==> config.mk <==
export PLATFORM = sky130hd
export DESIGN_NAME = rf_writeback
export DESIGN_NICKNAME = d
export VERILOG_FILES = /design/src/rtl/cpu_pkg.sv /design/src/rtl/wb_fifo.sv /design/src/rtl/rf_writeback.sv
export SDC_FILE = /design/constraint.sdc
export NUM_CORES = 1
export LEC_CHECK = 0
export BUFFER_PORTS_ARGS = -buffer_cell sky130_fd_sc_hd__clkbuf_2
export CAP_MARGIN = 20
export CORE_MARGIN = 3
export CORE_UTILIZATION = 30
export CTS_CLUSTER_SIZE = 16
export DETAILED_ROUTE_END_ITERATION = 10
export GPL_TIMING_DRIVEN = 0
export RECOVER_POWER = 50
export SLEW_MARGIN = 30
export SYNTH_ARGS = -nofsm -noshare
export SYNTH_HDL_FRONTEND = slang
export SYNTH_HIERARCHICAL = 1
export SYNTH_SLANG_ARGS = --single-unit
==> constraint.sdc <==
create_clock -name clk -period 2.6 [get_ports clk]
set_clock_uncertainty 0.15 [all_clocks]
set_input_delay 0.26 -clock clk [delete_from_list [all_inputs] [get_ports clk]]
set_output_delay 0.26 -clock clk [all_outputs]
set_load 0.1 [all_outputs]
==> src/rtl/cpu_pkg.sv <==
// Shared CPU types: word and register-index widths
// plus the writeback request bundle.
package cpu_pkg;

    localparam int DATA_W    = 16;
    localparam int REG_IDX_W = 4;

    typedef logic [REG_IDX_W-1:0] reg_idx_t;
    typedef logic [DATA_W-1:0]    word_t;

    typedef struct packed {
        reg_idx_t rd;
        word_t    data;
    } wb_req_t;

endpackage

==> src/rtl/wb_fifo.sv <==
// Small synchronous FIFO with circular pointers and an
// occupancy count; DEPTH must be a power of two >= 2.
module wb_fifo #(
    parameter int DEPTH = 2,
    parameter int WIDTH = 20
) (
    input  logic             clk,
    input  logic             rst,
    input  logic             push,
    input  logic [WIDTH-1:0] push_data,
    input  logic             pop,
    output logic [WIDTH-1:0] pop_data,
    output logic             full,
    output logic             empty
);

    localparam int PW = $clog2(DEPTH);
    localparam int CW = PW + 1;

    logic [WIDTH-1:0] mem [DEPTH];
    logic [PW-1:0]    wr_ptr;
    logic [PW-1:0]    rd_ptr;
    logic [CW-1:0]    count;

    assign full     = (count == CW'(DEPTH));
    assign empty    = (count == '0);
    assign pop_data = mem[rd_ptr];

    // Storage write; contents need no reset, count guards them
    always_ff @(posedge clk) begin
        if (push) begin
            mem[wr_ptr] <= push_data;
        end
    end

    // Pointer and occupancy update; pointers wrap naturally
    always_ff @(posedge clk) begin
        if (rst) begin
            wr_ptr <= '0;
            rd_ptr <= '0;
            count  <= '0;
        end else begin
            if (push) begin
                wr_ptr <= wr_ptr + PW'(1);
            end
            if (pop) begin
                rd_ptr <= rd_ptr + PW'(1);
            end
            if (push && !pop) begin
                count <= count + CW'(1);
            end else if (pop && !push) begin
                count <= count - CW'(1);
            end
        end
    end

endmodule

==> src/rtl/rf_writeback.sv <==
// Register-file write port master: merges ALU and load
// results, tracks pending writes, forwards the live write.
module rf_writeback
    import cpu_pkg::*;
#(
    parameter int DATA_W   = 16,
    parameter int NREGS    = 16,
    parameter int LQ_DEPTH = 2
) (
    input  logic                     clk,
    input  logic                     rst,
    input  logic                     issue_valid,
    input  logic [$clog2(NREGS)-1:0] issue_rd,
    output logic                     issue_ready,
    input  logic                     alu_valid,
    input  logic [$clog2(NREGS)-1:0] alu_rd,
    input  logic [DATA_W-1:0]        alu_data,
    output logic                     alu_ready,
    input  logic                     ld_valid,
    input  logic [$clog2(NREGS)-1:0] ld_rd,
    input  logic [DATA_W-1:0]        ld_data,
    output logic                     ld_ready,
    input  logic [$clog2(NREGS)-1:0] rs1,
    input  logic [$clog2(NREGS)-1:0] rs2,
    output logic                     rs1_busy,
    output logic                     rs2_busy,
    output logic                     fwd1_hit,
    output logic                     fwd2_hit,
    output logic [DATA_W-1:0]        fwd1_data,
    output logic [DATA_W-1:0]        fwd2_data,
    output logic                     rf_write_enable,
    output logic [$clog2(NREGS)-1:0] rf_write_reg,
    output logic [DATA_W-1:0]        rf_write_data,
    output logic [NREGS-1:0]         pending
);

    wb_req_t          alu_req;
    wb_req_t          ld_req;
    wb_req_t          ld_head;
    wb_req_t          sel_req;
    logic             fifo_full;
    logic             fifo_empty;
    logic             sel_ld;
    logic             sel_valid;
    logic [NREGS-1:0] pend_nxt;

    assign alu_req = '{rd: alu_rd, data: alu_data};
    assign ld_req  = '{rd: ld_rd,  data: ld_data};

    wb_fifo #(
        .DEPTH (LQ_DEPTH),
        .WIDTH ($bits(wb_req_t))
    ) u_ld_q (
        .clk       (clk),
        .rst       (rst),
        .push      (ld_valid && ld_ready),
        .push_data (ld_req),
        .pop       (sel_ld),
        .pop_data  (ld_head),
        .full      (fifo_full),
        .empty     (fifo_empty)
    );

    // ALU wins unless the load queue is full, bounding starvation
    assign sel_ld    = fifo_full || (!alu_valid && !fifo_empty);
    assign sel_valid = sel_ld || alu_valid;
    assign sel_req   = sel_ld ? ld_head : alu_req;
    assign alu_ready = !fifo_full;
    assign ld_ready  = !fifo_full;

    assign issue_ready = !pending[issue_rd];

    assign fwd1_hit  = rf_write_enable && (rf_write_reg == rs1);
    assign fwd2_hit  = rf_write_enable && (rf_write_reg == rs2);
    assign fwd1_data = fwd1_hit ? rf_write_data : '0;
    assign fwd2_data = fwd2_hit ? rf_write_data : '0;
    assign rs1_busy  = pending[rs1] && !fwd1_hit;
    assign rs2_busy  = pending[rs2] && !fwd2_hit;

    // Next scoreboard: clear the retiring reg, then a new issue sets
    always_comb begin
        pend_nxt = pending;
        if (sel_valid) begin
            pend_nxt[sel_req.rd] = 1'b0;
        end
        if (issue_valid && issue_ready) begin
            pend_nxt[issue_rd] = 1'b1;
        end
    end

    // Register the selected result and the scoreboard together
    always_ff @(posedge clk) begin
        if (rst) begin
            rf_write_enable <= 1'b0;
            rf_write_reg    <= '0;
            rf_write_data   <= '0;
            pending         <= '0;
        end else begin
            rf_write_enable <= sel_valid;
            pending         <= pend_nxt;
            if (sel_valid) begin
                rf_write_reg  <= sel_req.rd;
                rf_write_data <= sel_req.data;
            end
        end
    end

endmodule

==> report_table.html, run 1 <==
<table>
<tr><th>Metric</th><th>Value</th></tr>
<tr><th colspan="2">STA</th></tr>
<tr><td>RSZ-0062 raised after global routing</td><td>no</td></tr>
<tr><td>Hold_ws</td><td>approximately 0.021 ns</td></tr>
<tr><td>Shortest clock period the worst path allows after layout</td><td>2.519 ns</td></tr>
<tr><td>Max-slew violation count</td><td>0</td></tr>
<tr><td>Max Clock Freq</td><td>just under 400 MHz</td></tr>
<tr><td>Part of the cycle the worst path needs</td><td>96.88%</td></tr>
<tr><td>Transition time at the pin with the least slew margin</td><td>between 1 and 1.5 ns</td></tr>
<tr><td>Worst rel slew slack</td><td>between 20% and 30%</td></tr>
<tr><td>Number of failing setup endpoints in the final timing report</td><td>0</td></tr>
<tr><td>Final Hold Viols</td><td>0</td></tr>
<tr><th colspan="2">Routing</th></tr>
<tr><td>Sum of routed wire length over all layers</td><td>between 10 and 15 mm</td></tr>
<tr><td>DRC violation count after routing</td><td>0</td></tr>
<tr><td>Vias per cell</td><td>4.929</td></tr>
<tr><td>Via Count</td><td>roughly 3,500</td></tr>
<tr><td>First DRT Iteration DRCs</td><td>around 170</td></tr>
<tr><td>Number of search-and-repair iterations in the first detailed-routing pass</td><td>4</td></tr>
<tr><td>Avg WL per Cell</td><td>~17 um</td></tr>
<tr><td>Number of nets still failing antenna checks after routing</td><td>0</td></tr>
<tr><th colspan="2">Synthesis</th></tr>
<tr><td>Number of nets produced by synthesis</td><td>approximately 430</td></tr>
<tr><td>Share of flip-flops with an asynchronous set or reset after synthesis</td><td>0%</td></tr>
<tr><td>Number of unique standard cell types used by synthesis</td><td>between 40 and 50</td></tr>
<tr><td>Proportion of netlist area held by the largest area contributor</td><td>approximately 29%</td></tr>
<tr><td>Cell taking the most area after synthesis</td><td>sky130_fd_sc_hd__edfxtp_1</td></tr>
<tr><td>Post-synthesis instance area</td><td>4203 um2</td></tr>
<tr><td>Cells after synthesis</td><td>about 370</td></tr>
<tr><td>Leading post-synthesis cells by cell area</td><td>sky130_fd_sc_hd__edfxtp_1 (29%), sky130_fd_sc_hd__dfxtp_1 (20%), sky130_fd_sc_hd__mux4_2 (5.9%)</td></tr>
<tr><td>Total of flip-flops plus latches after synthesis</td><td>82</td></tr>
<tr><td>Count of synthesis-stage warnings from yosys</td><td>6</td></tr>
<tr><td>Post-synthesis average cell area</td><td>~11 um2</td></tr>
<tr><td>Number of synthesized flops with an enable pin</td><td>40</td></tr>
<tr><td>Synth Flop Type</td><td>sky130_fd_sc_hd__dfxtp_1</td></tr>
<tr><td>Commonest cells in the netlist</td><td>sky130_fd_sc_hd__dfxtp_1 (42), sky130_fd_sc_hd__edfxtp_1 (40), sky130_fd_sc_hd__and2_1 (33)</td></tr>
<tr><td>Fraction of the yosys area taken by sequential cells</td><td>approximately half</td></tr>
<tr><td>Dominant cell by count in the synthesized netlist</td><td>sky130_fd_sc_hd__dfxtp_1</td></tr>
<tr><th colspan="2">Global routing</th></tr>
<tr><td>Met3 routing resource usage after global routing</td><td>3.516%</td></tr>
<tr><td>Global-route wire length before repair</td><td>a little under 20 mm</td></tr>
<tr><td>Met2 Usage GRT</td><td>~26%</td></tr>
<tr><td>Pin count of the biggest net entering global routing</td><td>21</td></tr>
<tr><td>M1 GR Usage</td><td>21.26%</td></tr>
<tr><td>GR Util All Layers</td><td>15.88%</td></tr>
<tr><td>Layer with the highest usage after global routing</td><td>met2</td></tr>
<tr><td>Via count of the first global-routing pass</td><td>between 3,000 and 4,000</td></tr>
<tr><td>GRT overflow</td><td>0</td></tr>
<tr><td>Antenna violations before repair</td><td>1</td></tr>
<tr><th colspan="2">Worst setup path</th></tr>
<tr><td>Crit path kind</td><td>flop to primary output</td></tr>
<tr><td>Critical-path maximum fanout</td><td>5</td></tr>
<tr><td>Critical path required time</td><td>2.19 ns</td></tr>
<tr><td>Critical path capture point type</td><td>primary output</td></tr>
<tr><td>Worst setup SP type</td><td>flop</td></tr>
<tr><td>Data arrival time of the critical path</td><td>approximately 2.1 ns</td></tr>
<tr><th colspan="2">Power and ir drop</th></tr>
<tr><td>Total power density per cell area</td><td>between 900 and 1000 nW/um2</td></tr>
<tr><td>Leakage power</td><td>2.149 nW</td></tr>
<tr><td>Worst IR drop on VDD</td><td>between 500 and 600 uV</td></tr>
<tr><td>Overall power consumption</td><td>approximately 0.0054 W</td></tr>
<tr><th colspan="2">Finish</th></tr>
<tr><td>Count of antenna diodes in the layout</td><td>0</td></tr>
<tr><td>Fraction of layout instances using a drive strength above 1</td><td>35.34%</td></tr>
<tr><td>Flip-flop count of the largest register after layout</td><td>40</td></tr>
<tr><td>Net count reported at finish</td><td>around 590</td></tr>
<tr><td>Count of non-filler cells in the finished layout</td><td>708</td></tr>
<tr><td>Largest registers</td><td>u_ld_q/mem (40), pending (16), rf_write_data (16)</td></tr>
<tr><td>P&amp;R area growth vs syn</td><td>33.43%</td></tr>
<tr><td>Register with the most flip-flops</td><td>u_ld_q/mem</td></tr>
<tr><th colspan="2">Floorplanning</th></tr>
<tr><td>Num ports</td><td>133</td></tr>
<tr><td>Number of rows created at floorplan</td><td>42</td></tr>
<tr><td>Vert. Die Dim</td><td>about 120 um</td></tr>
<tr><td>Standard cell core area</td><td>13,450 um2</td></tr>
<tr><td>Die ar.</td><td>about 15,000 um2</td></tr>
<tr><td>Chip Width</td><td>124.4 um</td></tr>
<tr><td>Initial core utilization</td><td>31.24%</td></tr>
<tr><th colspan="2">Placement</th></tr>
<tr><td>Global placement routability congestion</td><td>0.8212</td></tr>
<tr><td>PortBufs</td><td>roughly 130</td></tr>
<tr><td>Number of cells after detailed placement</td><td>670</td></tr>
<tr><td>Post-detailed-placement half-perimeter wirelength</td><td>just under 9 mm</td></tr>
<tr><th colspan="2">CTS</th></tr>
<tr><td>Latest clock arrival within the worst-skew pair</td><td>approximately 0.34 ns</td></tr>
<tr><td>TritonCTS Buffers</td><td>9</td></tr>
<tr><td>Sinks on the clock net</td><td>82</td></tr>
<tr><td>CTS tree</td><td>yes</td></tr>
<tr><td>Clk buf depth</td><td>2</td></tr>
<tr><td>Worst-path clk slew</td><td>0.06 ns</td></tr>
<tr><td>Root buffer selected by CTS</td><td>sky130_fd_sc_hd__clkbuf_16</td></tr>
<tr><td>CTS HTree Levels</td><td>3</td></tr>
<tr><th colspan="2">Status</th></tr>
<tr><td>Outcome</td><td>finished clean</td></tr>
<tr><th colspan="2">Run</th></tr>
<tr><td>Maximum Capacitance Violations</td><td>0</td></tr>
<tr><th colspan="2">Worst hold path</th></tr>
<tr><td>Class of the most critical hold timing path</td><td>input port to flop</td></tr>
</table>
-- metal layers --
| metal | wire length [um] | up-vias |
|---|---|---|
| li1 | - | 1691 |
| met1 | 5699 | 1647 |
| met4 | 139 | 0 |
| met2 | 5623 | 140 |
| met5 | 0 | - |
| met3 | 829 | 12 |
-- cell families after synthesis --
family | share of synthesized area (%)
AND/OR/NAND/NOR | 16.31
AO/OA/AOI/OAI | 12.41
adder cells (fa/ha/maj) | 0.2977
buffers and inverters | 3.870
multiplexers | 16.02
flip-flops | 48.59
XOR/XNOR | 2.501
-- where the power goes --
part,switching (W),internal [W]
Sequential,0.000158,0.00161
Combinational,0.00182,0.000658
Clock,0.000478,0.000646
-- through the flow --
step	utilization (%)	area, um2	setup TNS [ns]	setup slack (ns)
finish	41.69	5608	0	0.08100
global placement	38.09	5124	-22.39	-0.5529
global route	41.69	5608	0	0.00008948
detailed placement	38.28	5150	-4.771	-0.3110
floorplan	-	4278	-1.715	-0.1072
CTS	42.09	5662	0	0.001420
-- cells in the final DEF, fill, tap and decap left out, types with 11 or more instances in the layout --
cell / n
sky130_fd_sc_hd__clkbuf_1: 66
sky130_fd_sc_hd__o221a_2: 11
sky130_fd_sc_hd__clkbuf_4: 21
sky130_fd_sc_hd__mux2_2: 21
sky130_fd_sc_hd__mux2i_1: 16
sky130_fd_sc_hd__edfxtp_1: 40
sky130_fd_sc_hd__buf_2: 11
sky130_fd_sc_hd__dlygate4sd3_1: 20
sky130_fd_sc_hd__clkbuf_2: 46
sky130_fd_sc_hd__dfxtp_1: 25
sky130_fd_sc_hd__and2_2: 17
sky130_fd_sc_hd__nor2b_1: 17
sky130_fd_sc_hd__nand2_1: 12
sky130_fd_sc_hd__nor2_1: 29
sky130_fd_sc_hd__dfxtp_2: 17
sky130_fd_sc_hd__and2_1: 16
sky130_fd_sc_hd__mux4_2: 11
sky130_fd_sc_hd__a21oi_1: 12
-- worst max-delay path: stages (launching register included) --
cell and delay, ns:
sky130_fd_sc_hd__dfxtp_1 0.36, sky130_fd_sc_hd__mux4_2 0.52, sky130_fd_sc_hd__mux4_2 0.51, sky130_fd_sc_hd__clkinvlp_4 0.08, sky130_fd_sc_hd__clkbuf_4 0.31
-- layout make-up --
class                      count  area [um2]
timing repair buffer         147       825.8
multi-input combinational    253        2066
inverter                      10       41.29
sequential                    82        2063
clock inverter                 3       18.77
clock buffer                  13       240.2
fill                        1358        7845
buffer                        24       132.6
tap                          176       220.2
-- worst paths after layout --
kind / startpoint / endpoint / cells past startpoint / slack [ns]
worst max-delay path: pending[15] / issue_ready / 4 / 0.08
worst min register to register: pending[0] / pending[0] / 2 / 0.38
worst max register to register: u_ld_q/count[0] / u_ld_q/count[1] / 9 / 0.18
worst min-delay path: issue_rd[0] / pending[8] / 2 / 0.02
-- repair_timing --
action / in CTS / in global routing
buffers inserted: 2 / 0
gates resized for setup: 15 / 18
gates cloned: 0 / 0
endpoints found under the setup margin: 37 / 19
pin swaps: 2 / 0
endpoints found under the hold margin: 40 / 0
hold buffers: 20 / 0
(Power assumes the default switching activity.)
==> inputs of run 2 (changes only) <==
--- a/config.mk
+++ b/config.mk
@@ -5,6 +5,7 @@
 export SDC_FILE = /design/constraint.sdc
 export NUM_CORES = 1
 export LEC_CHECK = 0
+export ABC_AREA = 1
 export BUFFER_PORTS_ARGS = -buffer_cell sky130_fd_sc_hd__clkbuf_2
 export CAP_MARGIN = 20
 export CORE_MARGIN = 3
==> run 2 against run 1 <==
Effect of this change: fmax grew 1.9%; combinational power up 26%; power is 15% higher; setup slack improved by 0.048 ns; count of clock-buffer cells in the layout shrank 2; design area up 7.5%; sequential power hardly changed; hold slack better by 0.013 ns; synthesized area is 5.5% higher; final cell count rose by 26%; first-iteration DRC count is 98% higher; die area rose by 5.2%; critical path type unchanged; critical endpoint is now fwd1_data[10]; largest cell class unchanged; largest power group unchanged.
==> report_table.html, run 2 <==
<table>
<tr><th>Metric</th><th>Value</th></tr>
<tr><th colspan="2">Status</th></tr>
<tr><td>Outcome</td><td>finished clean</td></tr>
<tr><th colspan="2">Routing</th></tr>
<tr><td>Number of search-and-repair iterations in the first detailed-routing pass</td><td>5</td></tr>
<tr><td>Via Count</td><td>approximately 4,300</td></tr>
<tr><td>First DRT Iteration DRCs</td><td>around 330</td></tr>
<tr><td>Sum of routed wire length over all layers</td><td>13.41 mm</td></tr>
<tr><td>Number of nets still failing antenna checks after routing</td><td>0</td></tr>
<tr><td>Vias per cell</td><td>slightly below 5</td></tr>
<tr><td>DRC violation count after routing</td><td>0</td></tr>
<tr><td>Avg WL per Cell</td><td>around 15 um</td></tr>
<tr><th colspan="2">Synthesis</th></tr>
<tr><td>Count of synthesis-stage warnings from yosys</td><td>6</td></tr>
<tr><td>Dominant cell by count in the synthesized netlist</td><td>sky130_fd_sc_hd__nand2_1</td></tr>
<tr><td>Commonest cells in the netlist</td><td>sky130_fd_sc_hd__nand2_1 (116), sky130_fd_sc_hd__nor2_1 (83), sky130_fd_sc_hd__inv_1 (70)</td></tr>
<tr><td>Post-synthesis average cell area</td><td>~8 um2</td></tr>
<tr><td>Cells after synthesis</td><td>~550</td></tr>
<tr><td>Synth Flop Type</td><td>sky130_fd_sc_hd__dfxtp_1</td></tr>
<tr><td>Total of flip-flops plus latches after synthesis</td><td>a little over 80</td></tr>
<tr><td>Fraction of the yosys area taken by sequential cells</td><td>46.06%</td></tr>
<tr><td>Cell taking the most area after synthesis</td><td>sky130_fd_sc_hd__edfxtp_1</td></tr>
<tr><td>Share of flip-flops with an asynchronous set or reset after synthesis</td><td>0%</td></tr>
<tr><td>Proportion of netlist area held by the largest area contributor</td><td>27.10%</td></tr>
<tr><td>Number of nets produced by synthesis</td><td>603</td></tr>
<tr><td>Number of synthesized flops with an enable pin</td><td>40</td></tr>
<tr><td>Leading post-synthesis cells by cell area</td><td>sky130_fd_sc_hd__edfxtp_1 (27%), sky130_fd_sc_hd__dfxtp_1 (19%), sky130_fd_sc_hd__nand2_1 (9.8%)</td></tr>
<tr><td>Number of unique standard cell types used by synthesis</td><td>37</td></tr>
<tr><td>Post-synthesis instance area</td><td>around 4400 um2</td></tr>
<tr><th colspan="2">Worst setup path</th></tr>
<tr><td>Crit path kind</td><td>flop to primary output</td></tr>
<tr><td>Worst setup SP type</td><td>flop</td></tr>
<tr><td>Start of the worst register-to-register path</td><td>u_ld_q/count[1]</td></tr>
<tr><td>Critical path capture point type</td><td>primary output</td></tr>
<tr><td>Critical path required time</td><td>roughly 2.2 ns</td></tr>
<tr><td>Setup crit start</td><td>rf_write_reg[1]</td></tr>
<tr><td>Timing endpoint of the critical path</td><td>fwd1_data[10]</td></tr>
<tr><td>Data arrival time of the critical path</td><td>2.06 ns</td></tr>
<tr><td>R2r endpoint</td><td>u_ld_q/count[1]</td></tr>
<tr><td>FF-to-FF setup slack</td><td>~0.27 ns</td></tr>
<tr><td>Critical-path maximum fanout</td><td>10</td></tr>
<tr><td>Depth of the worst register-to-register path</td><td>13</td></tr>
<tr><th colspan="2">Floorplanning</th></tr>
<tr><td>Die ar.</td><td>16,270 um2</td></tr>
<tr><td>Number of rows created at floorplan</td><td>43</td></tr>
<tr><td>Standard cell core area</td><td>about 14,000 um2</td></tr>
<tr><td>Initial core utilization</td><td>31.33%</td></tr>
<tr><td>Vert. Die Dim</td><td>between 100 and 150 um</td></tr>
<tr><td>Chip Width</td><td>approximately 130 um</td></tr>
<tr><td>Num ports</td><td>around 130</td></tr>
<tr><th colspan="2">Global routing</th></tr>
<tr><td>Pin count of the biggest net entering global routing</td><td>22</td></tr>
<tr><td>GR Util All Layers</td><td>between 15 and 20%</td></tr>
<tr><td>GRT overflow</td><td>0</td></tr>
<tr><td>Antenna violations before repair</td><td>0</td></tr>
<tr><td>Global-route wire length before repair</td><td>~21 mm</td></tr>
<tr><td>Via count of the first global-routing pass</td><td>between 4,000 and 5,000</td></tr>
<tr><th colspan="2">Placement</th></tr>
<tr><td>Number of cells after detailed placement</td><td>between 800 and 900</td></tr>
<tr><td>PortBufs</td><td>around 130</td></tr>
<tr><td>Post-detailed-placement half-perimeter wirelength</td><td>about 10 mm</td></tr>
<tr><td>Global placement routability congestion</td><td>0.8813</td></tr>
<tr><th colspan="2">CTS</th></tr>
<tr><td>TritonCTS Buffers</td><td>9</td></tr>
<tr><td>Clk buf depth</td><td>2</td></tr>
<tr><td>CTS tree</td><td>yes</td></tr>
<tr><td>Sinks on the clock net</td><td>between 80 and 90</td></tr>
<tr><td>Worst-path clk slew</td><td>~0.060 ns</td></tr>
<tr><td>Latest clock arrival within the worst-skew pair</td><td>0.34 ns</td></tr>
<tr><td>Root buffer selected by CTS</td><td>sky130_fd_sc_hd__clkbuf_16</td></tr>
<tr><td>CTS HTree Levels</td><td>3</td></tr>
<tr><th colspan="2">Finish</th></tr>
<tr><td>P&amp;R area growth vs syn</td><td>35.93%</td></tr>
<tr><td>Most common library cell in the layout ignoring fill and taps</td><td>sky130_fd_sc_hd__nand2_1</td></tr>
<tr><td>Net count reported at finish</td><td>762</td></tr>
<tr><td>Largest registers</td><td>u_ld_q/mem (40), pending (16), rf_write_data (16)</td></tr>
<tr><td>Count of antenna diodes in the layout</td><td>0</td></tr>
<tr><td>Commonest cells after routing, fill and taps aside</td><td>sky130_fd_sc_hd__nand2_1 (116), sky130_fd_sc_hd__inv_1 (70), sky130_fd_sc_hd__clkbuf_1 (57)</td></tr>
<tr><td>Register with the most flip-flops</td><td>u_ld_q/mem</td></tr>
<tr><td>Fraction of layout instances using a drive strength above 1</td><td>27.79%</td></tr>
<tr><td>Count of non-filler cells in the finished layout</td><td>between 800 and 900</td></tr>
<tr><td>Fill count</td><td>about 1,500</td></tr>
<tr><td>Flip-flop count of the largest register after layout</td><td>40</td></tr>
<tr><th colspan="2">Worst hold path</th></tr>
<tr><td>Class of the most critical hold timing path</td><td>input port to flop</td></tr>
<tr><th colspan="2">Run</th></tr>
<tr><td>Maximum Capacitance Violations</td><td>0</td></tr>
<tr><th colspan="2">Power and ir drop</th></tr>
<tr><td>Fraction of power spent switching nets</td><td>between 40% and 50%</td></tr>
<tr><td>Worst IR drop on VDD</td><td>435.8 uV</td></tr>
<tr><td>P_int</td><td>roughly 0.0032 W</td></tr>
<tr><td>Net switching power figure</td><td>about 0.0030 W</td></tr>
<tr><td>Sequential fraction of design power</td><td>approximately 28%</td></tr>
<tr><td>Leakage power</td><td>2.528 nW</td></tr>
<tr><td>Overall power consumption</td><td>a little over 0.006 W</td></tr>
<tr><td>Clock Power Share</td><td>between 20% and 30%</td></tr>
<tr><td>Total power density per cell area</td><td>a little over 1000 nW/um2</td></tr>
<tr><td>Comb power frac</td><td>50.6%</td></tr>
<tr><th colspan="2">STA</th></tr>
<tr><td>Final Hold Viols</td><td>0</td></tr>
<tr><td>Final TNS setup</td><td>0 ns</td></tr>
<tr><td>Worst rel slew slack</td><td>about 17%</td></tr>
<tr><td>Hold_ws</td><td>~0.034 ns</td></tr>
<tr><td>Number of failing setup endpoints in the final timing report</td><td>0</td></tr>
<tr><td>RSZ-0062 raised after global routing</td><td>no</td></tr>
<tr><td>Transition time at the pin with the least slew margin</td><td>roughly 1.3 ns</td></tr>
<tr><td>Shortest clock period the worst path allows after layout</td><td>between 2 and 2.5 ns</td></tr>
<tr><td>Max Clock Freq</td><td>404.7 MHz</td></tr>
<tr><td>Part of the cycle the worst path needs</td><td>95.03%</td></tr>
<tr><td>Max-slew violation count</td><td>0</td></tr>
</table>
[run 2: cell types whose count changed in the layout (fill, tap and decap cells not counted), moves of 21 or more]
cell	previous run	this run
sky130_fd_sc_hd__mux2_2	21	0
sky130_fd_sc_hd__o21ai_0	2	30
sky130_fd_sc_hd__nor2_4	0	24
sky130_fd_sc_hd__nand2_1	12	116
sky130_fd_sc_hd__inv_1	7	70
[run 2: worst min path at each step]
stage                             endpoint  cells past startpoint        from
final                                 flop                      2         rst
after global routing         u_ld_q/rd_ptr                      2         rst
after CTS                             flop                      2         rst
after detailed placement  u_ld_q/mem[0][2]                      1  ld_data[2]
after global placement    u_ld_q/mem[0][2]                      1  ld_data[2]
after floorplan                       flop                      1         rst
[run 2: area by class of cell]
type                            count  area [um2]  area share [%]
Timing Repair Buffer              148       840.8           13.95
Multi-Input combinational cell    362        2126           35.28
Sequential cell                    82        2056           34.12
Clock buffer                       11       242.7           4.028
Clock inverter                      5       61.31           1.017
Buffer                             25       185.2           3.073
Inverter                           76       289.0           4.797
Tap cell                          180       225.2           3.738
[run 2: stage by stage]
step                      setup WS (ns)  instance area (um2)  util [%]
final                            0.1292                 6026     42.59
after global placement         -0.01233                 5498     38.85
after floorplan                 0.01712                 4637         -
after global routing           0.002608                 6026     42.59
after CTS                       0.03637                 6091     43.05
after detailed placement        0.06005                 5505     38.91
[run 2: cell families after synthesis]
kind of cell    synth area share (%)
compound gates                 13.15
xor+xnor                      0.5928
fa+ha+maj                     0.2822
buf+inv                        10.50
flops                          46.06
mux                            6.774
simple gates                   22.64
[run 2: power groups by stage]
stage	clock network, W	logic (W)	registers (W)
floorplan	0	0.00177	0.00254
global placement	0	0.00307	0.00177
detailed placement	0	0.00313	0.00179
CTS	0.00133	0.00317	0.00176
global route	0.00139	0.00335	0.00178
finish	0.00129	0.00312	0.00175
[run 2: what timing repair did]
action                                  4_1_cts  5_1_grt
resized for setup                            23        3
endpoints found under the hold margin        40        0
gates cloned                                  0        0
hold buffers                                 20        0
buffers inserted                              1        0
pin swaps                                     1        0
endpoints found under the setup margin       20       12
[run 2: layer usage]
layer	global-route usage (%)	wire (um)	up-vias
li1	-	-	2094
met1	20.65	5672	2033
met2	28.52	6817	125
met3	2.885	642	21
met4	5.615	277	0
met5	0	0	-
[run 2: worst max-delay path, stage by stage (launching register included)]
cell and delay, ns:
sky130_fd_sc_hd__dfxtp_4 0.35, sky130_fd_sc_hd__inv_1 0.15, sky130_fd_sc_hd__o22ai_1 0.10, sky130_fd_sc_hd__a21oi_1 0.22
sky130_fd_sc_hd__nand3_4 0.20, sky130_fd_sc_hd__clkbuf_8 0.27, sky130_fd_sc_hd__nor2_4 0.11, sky130_fd_sc_hd__clkbuf_4 0.32
